### src/rtl/mix_char_tx.sv
// -----------------------------------------------------------------------------
// mix_char_tx
// Output stage of the MIX core. Accepts one 30-bit MIX word (five 6-bit
// character codes), translates each code to ASCII and shifts the characters
// out on a UART line as 8N1 frames. It can optionally append CR LF.
//
// Ports
//   clk         system clock
//   reset       synchronous, active-high reset
//   word_in     five MIX codes; bits[29:24] are sent first, bits[5:0] last
//   word_eol    sampled with word_in; 1 appends CR (0x0D) and LF (0x0A)
//   word_valid  word_in / word_eol are valid
//   word_ready  block can accept a word (high only while idle)
//   tx          UART line, idle high
//   busy        high from acceptance until the last stop bit has been sent
//
// Parameter
//   CLKS_PER_BIT  clock cycles per UART bit, 2..65535
// -----------------------------------------------------------------------------
module mix_char_tx #(
    parameter int CLKS_PER_BIT = 104
) (
    input  logic        clk,
    input  logic        reset,
    input  logic [29:0] word_in,
    input  logic        word_eol,
    input  logic        word_valid,
    output logic        word_ready,
    output logic        tx,
    output logic        busy
);

    localparam int BW = $clog2(CLKS_PER_BIT);
    localparam logic [BW-1:0] BAUD_LAST = BW'(CLKS_PER_BIT - 1);

    typedef enum logic [1:0] {
        ST_IDLE  = 2'd0,
        ST_START = 2'd1,
        ST_DATA  = 2'd2,
        ST_STOP  = 2'd3
    } state_t;

    state_t          r_state;
    state_t          w_state_next;
    logic [BW-1:0]   r_baud;
    logic [2:0]      r_bit;
    logic [2:0]      r_char;
    logic [29:0]     r_word;
    logic            r_eol;
    logic            r_tx;
    logic            r_busy;
    logic            r_ready;

    logic            w_accept;
    logic            w_baud_last;
    logic            w_last_char;
    logic [5:0]      w_code;
    logic [7:0]      w_ascii;
    logic            w_tx;

    // MIX character code to 7-bit ASCII (bit 7 always 0)
    function automatic logic [7:0] mix_to_ascii(input logic [5:0] code);
        logic [7:0] c;
        c = {2'b00, code};
        if (code == 6'd0) begin
            mix_to_ascii = 8'h20;
        end else if (code <= 6'd9) begin
            mix_to_ascii = c + 8'h40;
        end else if (code == 6'd10) begin
            mix_to_ascii = 8'h23;
        end else if (code <= 6'd19) begin
            mix_to_ascii = c + 8'h3F;
        end else if (code == 6'd20) begin
            mix_to_ascii = 8'h25;
        end else if (code == 6'd21) begin
            mix_to_ascii = 8'h26;
        end else if (code <= 6'd29) begin
            mix_to_ascii = c + 8'h3D;
        end else if (code <= 6'd39) begin
            mix_to_ascii = c + 8'h12;
        end else begin
            case (code)
                6'd40:   mix_to_ascii = 8'h2E;
                6'd41:   mix_to_ascii = 8'h2C;
                6'd42:   mix_to_ascii = 8'h28;
                6'd43:   mix_to_ascii = 8'h29;
                6'd44:   mix_to_ascii = 8'h2B;
                6'd45:   mix_to_ascii = 8'h2D;
                6'd46:   mix_to_ascii = 8'h2A;
                6'd47:   mix_to_ascii = 8'h2F;
                6'd48:   mix_to_ascii = 8'h3D;
                6'd49:   mix_to_ascii = 8'h24;
                6'd50:   mix_to_ascii = 8'h3C;
                6'd51:   mix_to_ascii = 8'h3E;
                6'd52:   mix_to_ascii = 8'h40;
                6'd53:   mix_to_ascii = 8'h3B;
                6'd54:   mix_to_ascii = 8'h3A;
                6'd55:   mix_to_ascii = 8'h27;
                default: mix_to_ascii = 8'h3F;
            endcase
        end
    endfunction

    assign w_accept    = word_valid && r_ready;
    assign w_baud_last = (r_baud == BAUD_LAST);
    assign w_last_char = (r_char == (r_eol ? 3'd6 : 3'd4));

    // Select the character being sent: five MIX codes, then optional CR LF
    always_comb begin
        w_code  = 6'd0;
        w_ascii = 8'h00;
        case (r_char)
            3'd0:    w_code = r_word[29:24];
            3'd1:    w_code = r_word[23:18];
            3'd2:    w_code = r_word[17:12];
            3'd3:    w_code = r_word[11:6];
            3'd4:    w_code = r_word[5:0];
            default: w_code = 6'd0;
        endcase
        case (r_char)
            3'd5:    w_ascii = 8'h0D;
            3'd6:    w_ascii = 8'h0A;
            default: w_ascii = mix_to_ascii(w_code);
        endcase
    end

    // FSM state register
    always_ff @(posedge clk) begin
        if (reset) begin
            r_state <= ST_IDLE;
        end else begin
            r_state <= w_state_next;
        end
    end

    // FSM next-state logic
    always_comb begin
        w_state_next = r_state;
        case (r_state)
            ST_IDLE: begin
                if (w_accept) begin
                    w_state_next = ST_START;
                end else begin
                    w_state_next = ST_IDLE;
                end
            end
            ST_START: begin
                if (w_baud_last) begin
                    w_state_next = ST_DATA;
                end else begin
                    w_state_next = ST_START;
                end
            end
            ST_DATA: begin
                if (w_baud_last && (r_bit == 3'd7)) begin
                    w_state_next = ST_STOP;
                end else begin
                    w_state_next = ST_DATA;
                end
            end
            ST_STOP: begin
                if (w_baud_last) begin
                    w_state_next = w_last_char ? ST_IDLE : ST_START;
                end else begin
                    w_state_next = ST_STOP;
                end
            end
            default: w_state_next = ST_IDLE;
        endcase
    end

    // FSM output logic: line level for the current state
    always_comb begin
        w_tx = 1'b1;
        case (r_state)
            ST_IDLE:  w_tx = 1'b1;
            ST_START: w_tx = 1'b0;
            ST_DATA:  w_tx = w_ascii[r_bit];
            ST_STOP:  w_tx = 1'b1;
            default:  w_tx = 1'b1;
        endcase
    end

    // Word latch plus baud, bit and character counters
    always_ff @(posedge clk) begin
        if (reset) begin
            r_word <= 30'd0;
            r_eol  <= 1'b0;
            r_baud <= '0;
            r_bit  <= 3'd0;
            r_char <= 3'd0;
        end else if (w_accept) begin
            r_word <= word_in;
            r_eol  <= word_eol;
            r_baud <= '0;
            r_bit  <= 3'd0;
            r_char <= 3'd0;
        end else if (r_state != ST_IDLE) begin
            if (w_baud_last) begin
                r_baud <= '0;
                // bit index wraps 7 -> 0 naturally, ready for the next frame
                if (r_state == ST_DATA) begin
                    r_bit <= r_bit + 3'd1;
                end else begin
                    r_bit <= r_bit;
                end
                if ((r_state == ST_STOP) && !w_last_char) begin
                    r_char <= r_char + 3'd1;
                end else begin
                    r_char <= r_char;
                end
            end else begin
                r_baud <= r_baud + {{(BW-1){1'b0}}, 1'b1};
            end
        end else begin
            r_baud <= '0;
        end
    end

    // Registered outputs. tx follows the state one cycle later, so the start
    // bit appears the cycle after acceptance. busy/ready look at the next
    // state so they change on the acceptance edge and the return-to-idle edge.
    always_ff @(posedge clk) begin
        if (reset) begin
            r_tx    <= 1'b1;
            r_busy  <= 1'b0;
            r_ready <= 1'b1;
        end else begin
            r_tx    <= w_tx;
            r_busy  <= (w_state_next != ST_IDLE);
            r_ready <= (w_state_next == ST_IDLE);
        end
    end

    assign tx         = r_tx;
    assign busy       = r_busy;
    assign word_ready = r_ready;

endmodule

### config.mk
export PLATFORM = sky130hd
export DESIGN_NAME = mix_char_tx
export DESIGN_NICKNAME = d
export VERILOG_FILES = /design/src/rtl/mix_char_tx.sv
export SDC_FILE = /design/constraint.sdc
export NUM_CORES = 1
export LEC_CHECK = 0
export CORE_AREA = 3 3 77 93
export CTS_BUF_LIST = sky130_fd_sc_hd__clkbuf_4 sky130_fd_sc_hd__clkbuf_8
export DETAILED_ROUTE_END_ITERATION = 8
export DIE_AREA = 0 0 80 96
export PLACE_DENSITY_LB_ADDON = 0.2
export SLEW_MARGIN = 20
export SYNTH_ARGS = -nofsm -noshare
export SYNTH_HDL_FRONTEND = slang
export SYNTH_SLANG_ARGS = --single-unit
### constraint.sdc
create_clock -name clk -period 9.3 [get_ports clk]
set_input_delay 1.86 -clock clk [delete_from_list [all_inputs] [get_ports clk]]
set_output_delay 1.86 -clock clk [all_outputs]
set_load 0.02 [all_outputs]
After elaboration in Yosys (flattened, before gate mapping) --
Memory sizes are Yosys's and may differ from the RTL's. Cells that the tools add are included.
Word-level totals: register bits 49, bits in latches 0, bits in writable memories 0, memory bits (read-only) 448, memories kept 1
Memory list:
- (name not given) | words 64, width 7, read ports 1, clocked after Yosys merged registers in 0, write ports 0, RTL line 82 | case (code)
Operators by class: add/subtract/negate cells 7, multipliers 0, divide/modulo/power cells 0, magnitude comparators 5, equality and inequality tests 15, shift operators 0, muxes and demuxes 20, bitwise operators 1, reductions and logical operators 15
Operators with widths (number):
- $mux W8 | 8
- $pmux W6 S5 | 1
- $pmux W8 S2 | 1
- $add A6 B6 Y7 const B | 2
- $eq A3 B3 Y1 const B | 4
- $eq A6 B5 Y1 const B | 2
- $le A6 B5 Y1 const B | 2
- $add A6 B7 Y8 const B | 1
- $pmux W2 S4 | 1
- $add A6 B5 Y7 const B | 1
- $add A7 B1 Y7 const B | 1
- $eq A7 B7 Y1 const B | 1
- $add A3 B1 Y3 const B | 2
- $eq A3 B2 Y1 const B | 2
- $eq A6 B4 Y1 const B | 1
- $le A6 B4 Y1 const B | 1
- $le A6 B6 Y1 const B | 1
- $logic_not A6 Y1 | 1
- $mux W2 | 3
- $reduce_and A3 Y1 | 2
- $eq A2 B2 Y1 const B | 2
- $logic_not A2 Y1 | 2
- $lt A3 B4 Y1 const B | 1
- $mux W1 | 4
- other kinds (12) | 16

Logic depth before layout (Yosys ltp) --
depth after elaboration 15, depth in mapped cells 18, mapped depth without buffers 14

Worst setup path after synthesis --
Ideal clock, no wire load.
path type register to register, start point register r_char[2], end point register r_tx, in the netlist tx, setup time 0.122 ns, arrival 3.478 ns, required time 9.178 ns, setup slack 5.700 ns, cell stages (with the launch flop) 18, clock period less this slack 3.600 ns, cell sequence dfxtp_1 > buf_2 > clkbuf_1 > inv_1 > ha_1 > clkbuf_2 > a32oi_1 > o21a_1 > buf_2 > inv_1 > ha_1 > or2_2 > a211oi_1 > a2111oi_2 > a211oi_1 > o2111a_1 > a2111oi_2 > a311o_1
Between the ends: cells in the longest elaborated chain, start to end 15
Ends and longest elaborated chain:
- start: declaration | RTL line 47 | logic [2:0] r_char;
- start signal: assignment | RTL line 208 | r_char <= r_char + 3'd1;
- start signal: assignment | RTL line 210 | r_char <= r_char;
- $eq A3 B3 Y1, or another cell as far along | RTL line 112 | case (r_char)
- $pmux W6 S5 | RTL line 112
- $mem_v2 Z64 W7, or another cell as far along
- $mux W8 | RTL line 79 | end else if (code <= 6'd39) begin
- $mux W8 | RTL line 77 | end else if (code <= 6'd29) begin
- $mux W8 | RTL line 75 | end else if (code == 6'd21) begin
- $mux W8 | RTL line 73 | end else if (code == 6'd20) begin
- $mux W8 | RTL line 71 | end else if (code <= 6'd19) begin
- $mux W8 | RTL line 69 | end else if (code == 6'd10) begin
- $mux W8 | RTL line 67 | end else if (code <= 6'd9) begin
- $mux W8 | RTL line 65 | if (code == 6'd0) begin
- $pmux W8 S2 * | RTL line 120 | case (r_char)
- $bmux W1 S3 * | RTL line 178 | ST_DATA: w_tx = w_ascii[r_bit];
- $mux W1 (implied by the code) * | RTL line 178
- $pmux W1 S3 * | RTL line 175 | case (r_state)
- end signal: assignment | RTL line 229 | r_tx <= w_tx;
- end: declaration | RTL line 50 | logic r_tx;
Mark *: on every way between the ends. The rest lies on a longest branch, timed or not. The select of a mux whose other input is x is not followed. A chain may end at the register's enable or synchronous reset.

Worst setup path after layout --
Ends and elaborated chain as after synthesis.

==> results.py <==
metrics = {
    "yosys": {
        "synthTopCellsByArea": "dfxtp_1, nand2_1, ha_1",
        "syn_area_sq_um": 3140,
        "synth_ff_type": "dfxtp_1",
        "syn-num-nets": 464,
        "ys_types": 59,
        "synth_cells": 408,
        "yosysTopAreaCellShare": 0.312,
        "ys_seq_area_frac": 0.312,
        "ys_seq_elements": 49,
        "synth_async_sr_flop_share": 0,
        "yosys_warnings": 0,
        "postSynthAreaPerCell_sq_um": 7.70,
        "synth_top_area_cell": "dfxtp_1",
        "synth_edf_count": 0,
    },
    "routing": {
        "num_vias": 3082,
        "wl_um": 8250,
        "wire_per_inst_um": 16.2,
        "drtAntennaViolNets": 0,
        "firstDrtPassIters": 5,
        "drc_errors": 0,
        "drt_iter0_drc": 302,
        "via_per_inst": 6.06,
    },
    "floorplanning": {
        "rows": 32,
        "start_util": 0.490,
        "chipWidth_um": 80,
        "die_h_um": 96,
        "io_pins": 37,
        "core-area_sq_um": 6410,
        "dieArea_sq_um": 7680,
    },
    "layout": {
        "mostFrequentLayoutCell": "nand2_1",
        "layout_common_cells": "nand2_1, dfxtp_1, a21oi_1",
        "drive_gt1_frac": 0.0590,
        "antenna_cells": 0,
        "fin_cells": 509,
        "design.final.nets": 479,
        "final_area_sq_um": 3590,
        "area_growth_pct": 14.5,
    },
    "timing": {
        "rsz0062_at_grt": "false",
        "fmax_mhz": 230,
        "final-setup-viol-count": 0,
        "finalHoldViolCount": 0,
        "period_needed_ns": 4.35,
        "slew_headroom": 0.353,
        "setup_tns_ns": 0,
        "drv_slew": 0,
        "fin_skew_ns": 0.0159,
        "min_period_over_period": 0.468,
        "worst_pin_slew_ns": 0.971,
    },
    "clock_network": {
        "cts_setup_buffers": 0,
        "cts_hold_buf": 0,
        "clockBufferDepth": 2,
        "clock_latency_ns": 0.31,
        "clk_pin_slew_ns": 0.10,
        "h-tree-depth": 2,
        "cts_made_buffers": 5,
        "root_buffer": "clkbuf_8",
        "cts_resized": 0,
        "cts_tree": "built",
        "cts_sinks": 49,
    },
    "worst_setup_path": {
        "worstSetupStartpointType": "register",
        "cp.required_ns": 9.51,
        "crit_path_max_fanout": 26,
        "end_kind": "register",
        "arrival_ns": 4.56,
        "critPathKind": "reg -> reg",
    },
    "power": {
        "power_per_cell_area_nw_per_um2": 137,
        "peakVddDrop_v": 0.000147,
        "p_leak_nw": 1.35,
    },
    "job": {
        "drv_cap": 0,
    },
    "global_routing": {
        "antenna_found_initial": 0,
        "gr-total-overflow": 0,
        "grt_max_degree": 36,
        "gr-usage-all-layers": 0.226,
        "grt_pass1_wl_um": 13800,
        "grt_pass1_vias": 2987,
    },
    "place": {
        "place_congestion": 0.941,
        "dp_cells": 501,
        "port_buffers": 36,
        "dpl_cell_area_sq_um": 3480,
        "hpwl_um": 6030,
    },
    "worst_hold_path": {
        "holdCritPathClass": "reg -> reg",
    },
    "outcome": {
        "status": "complete, no violations",
    },
}
[cell usage after synthesis (6+ instances only)]
cell and number:
nand2_1 84, dfxtp_1 49, a21oi_1 45, nor2_1 28, ha_1 22, clkbuf_1 16, o21ai_0 13, inv_1 11
nand3_1 10, buf_2 8, nand4_1 8, a22oi_1 7, o31ai_1 7, xnor2_1 7, a32oi_1 6, nor3_1 6
[power by group]
group	switching (mW)	internal [mW]
logic	0.0615	0.0450
registers	0.00651	0.221
clock network	0.0779	0.0821
[worst max-delay path: stages, from the launching register on]
cell       delay (ns)
dfxtp_1          0.90
inv_1            0.14
ha_1             0.35
a32oi_1          0.18
o21a_1           0.40
inv_1            0.15
ha_1             0.28
or2_2            0.36
a211oi_1         0.41
a2111oi_2        0.13
a211oi_1         0.27
o2111a_1         0.25
a2111oi_2        0.05
a311o_1          0.37
[state kept, by name, summed over array words and instances (netlist names)]
name,flops
r_char,3
r_state,2
r_bit,3
r_word,30
r_eol,1
word_ready,1
tx,1
busy,1
r_baud,7
[area by class of cell]
cell class | instances | area (sq um)
clock buffers | 5 | 68.8
clock inverters | 3 | 47.5
fillers | 634 | 2810
inverters | 12 | 45.0
multi-input cells | 318 | 1980
flip-flops and latches | 49 | 981
well taps | 85 | 106
repair buffers | 37 | 368
[per-layer routing]
layer,track usage,wire length [um],vias to the layer above
met4,0.0986,260,0
met5,0,0,-
li1,-,-,1508
met2,0.368,3970,112
met1,0.294,3600,1439
met3,0.0356,420,23
[path summary, 6_finish.rpt]
check,start,endpoint,slack (ns),cells after the start
min reg2reg,r_word[15]$_SDFFE_PP0P_,r_word[15]$_SDFFE_PP0P_,0.46,2
max reg2reg,r_char[2]$_SDFFE_PP0P_,tx$_SDFF_PP1_,4.95,13
min,r_word[15]$_SDFFE_PP0P_,r_word[15]$_SDFFE_PP0P_,0.46,2
max,r_char[2]$_SDFFE_PP0P_,tx$_SDFF_PP1_,4.95,13
[metrics by stage]
stage / setup slack (ns) / power (mW) / utilization / hold slack [ns]
2_1_floorplan: 5.70 / 0.302 / - / 0.418
3_3_place_gp: 5.12 / 0.336 / 0.543 / 0.432
3_5_place_dp: 5.02 / 0.337 / 0.543 / 0.447
4_1_cts: 5.00 / 0.495 / 0.561 / 0.460
5_1_grt: 4.55 / 0.517 / 0.561 / 0.479
6_report: 4.95 / 0.494 / 0.561 / 0.460
[cells by family (layout without fill, tap and decap cells)]
logic type               Yosys count  after routing  synth area share
adder cells (fa/ha/maj)           22             22            0.0876
multiplexers                       2              2           0.00677
XOR/XNOR                          10             10            0.0279
flip-flops                        49             49             0.312
buffers and inverters             41             57            0.0586
AND/OR/NAND/NOR                  163            163             0.237
AO/OA/AOI/OAI                    121            121             0.269
Power figures use the tool's default switching activity.
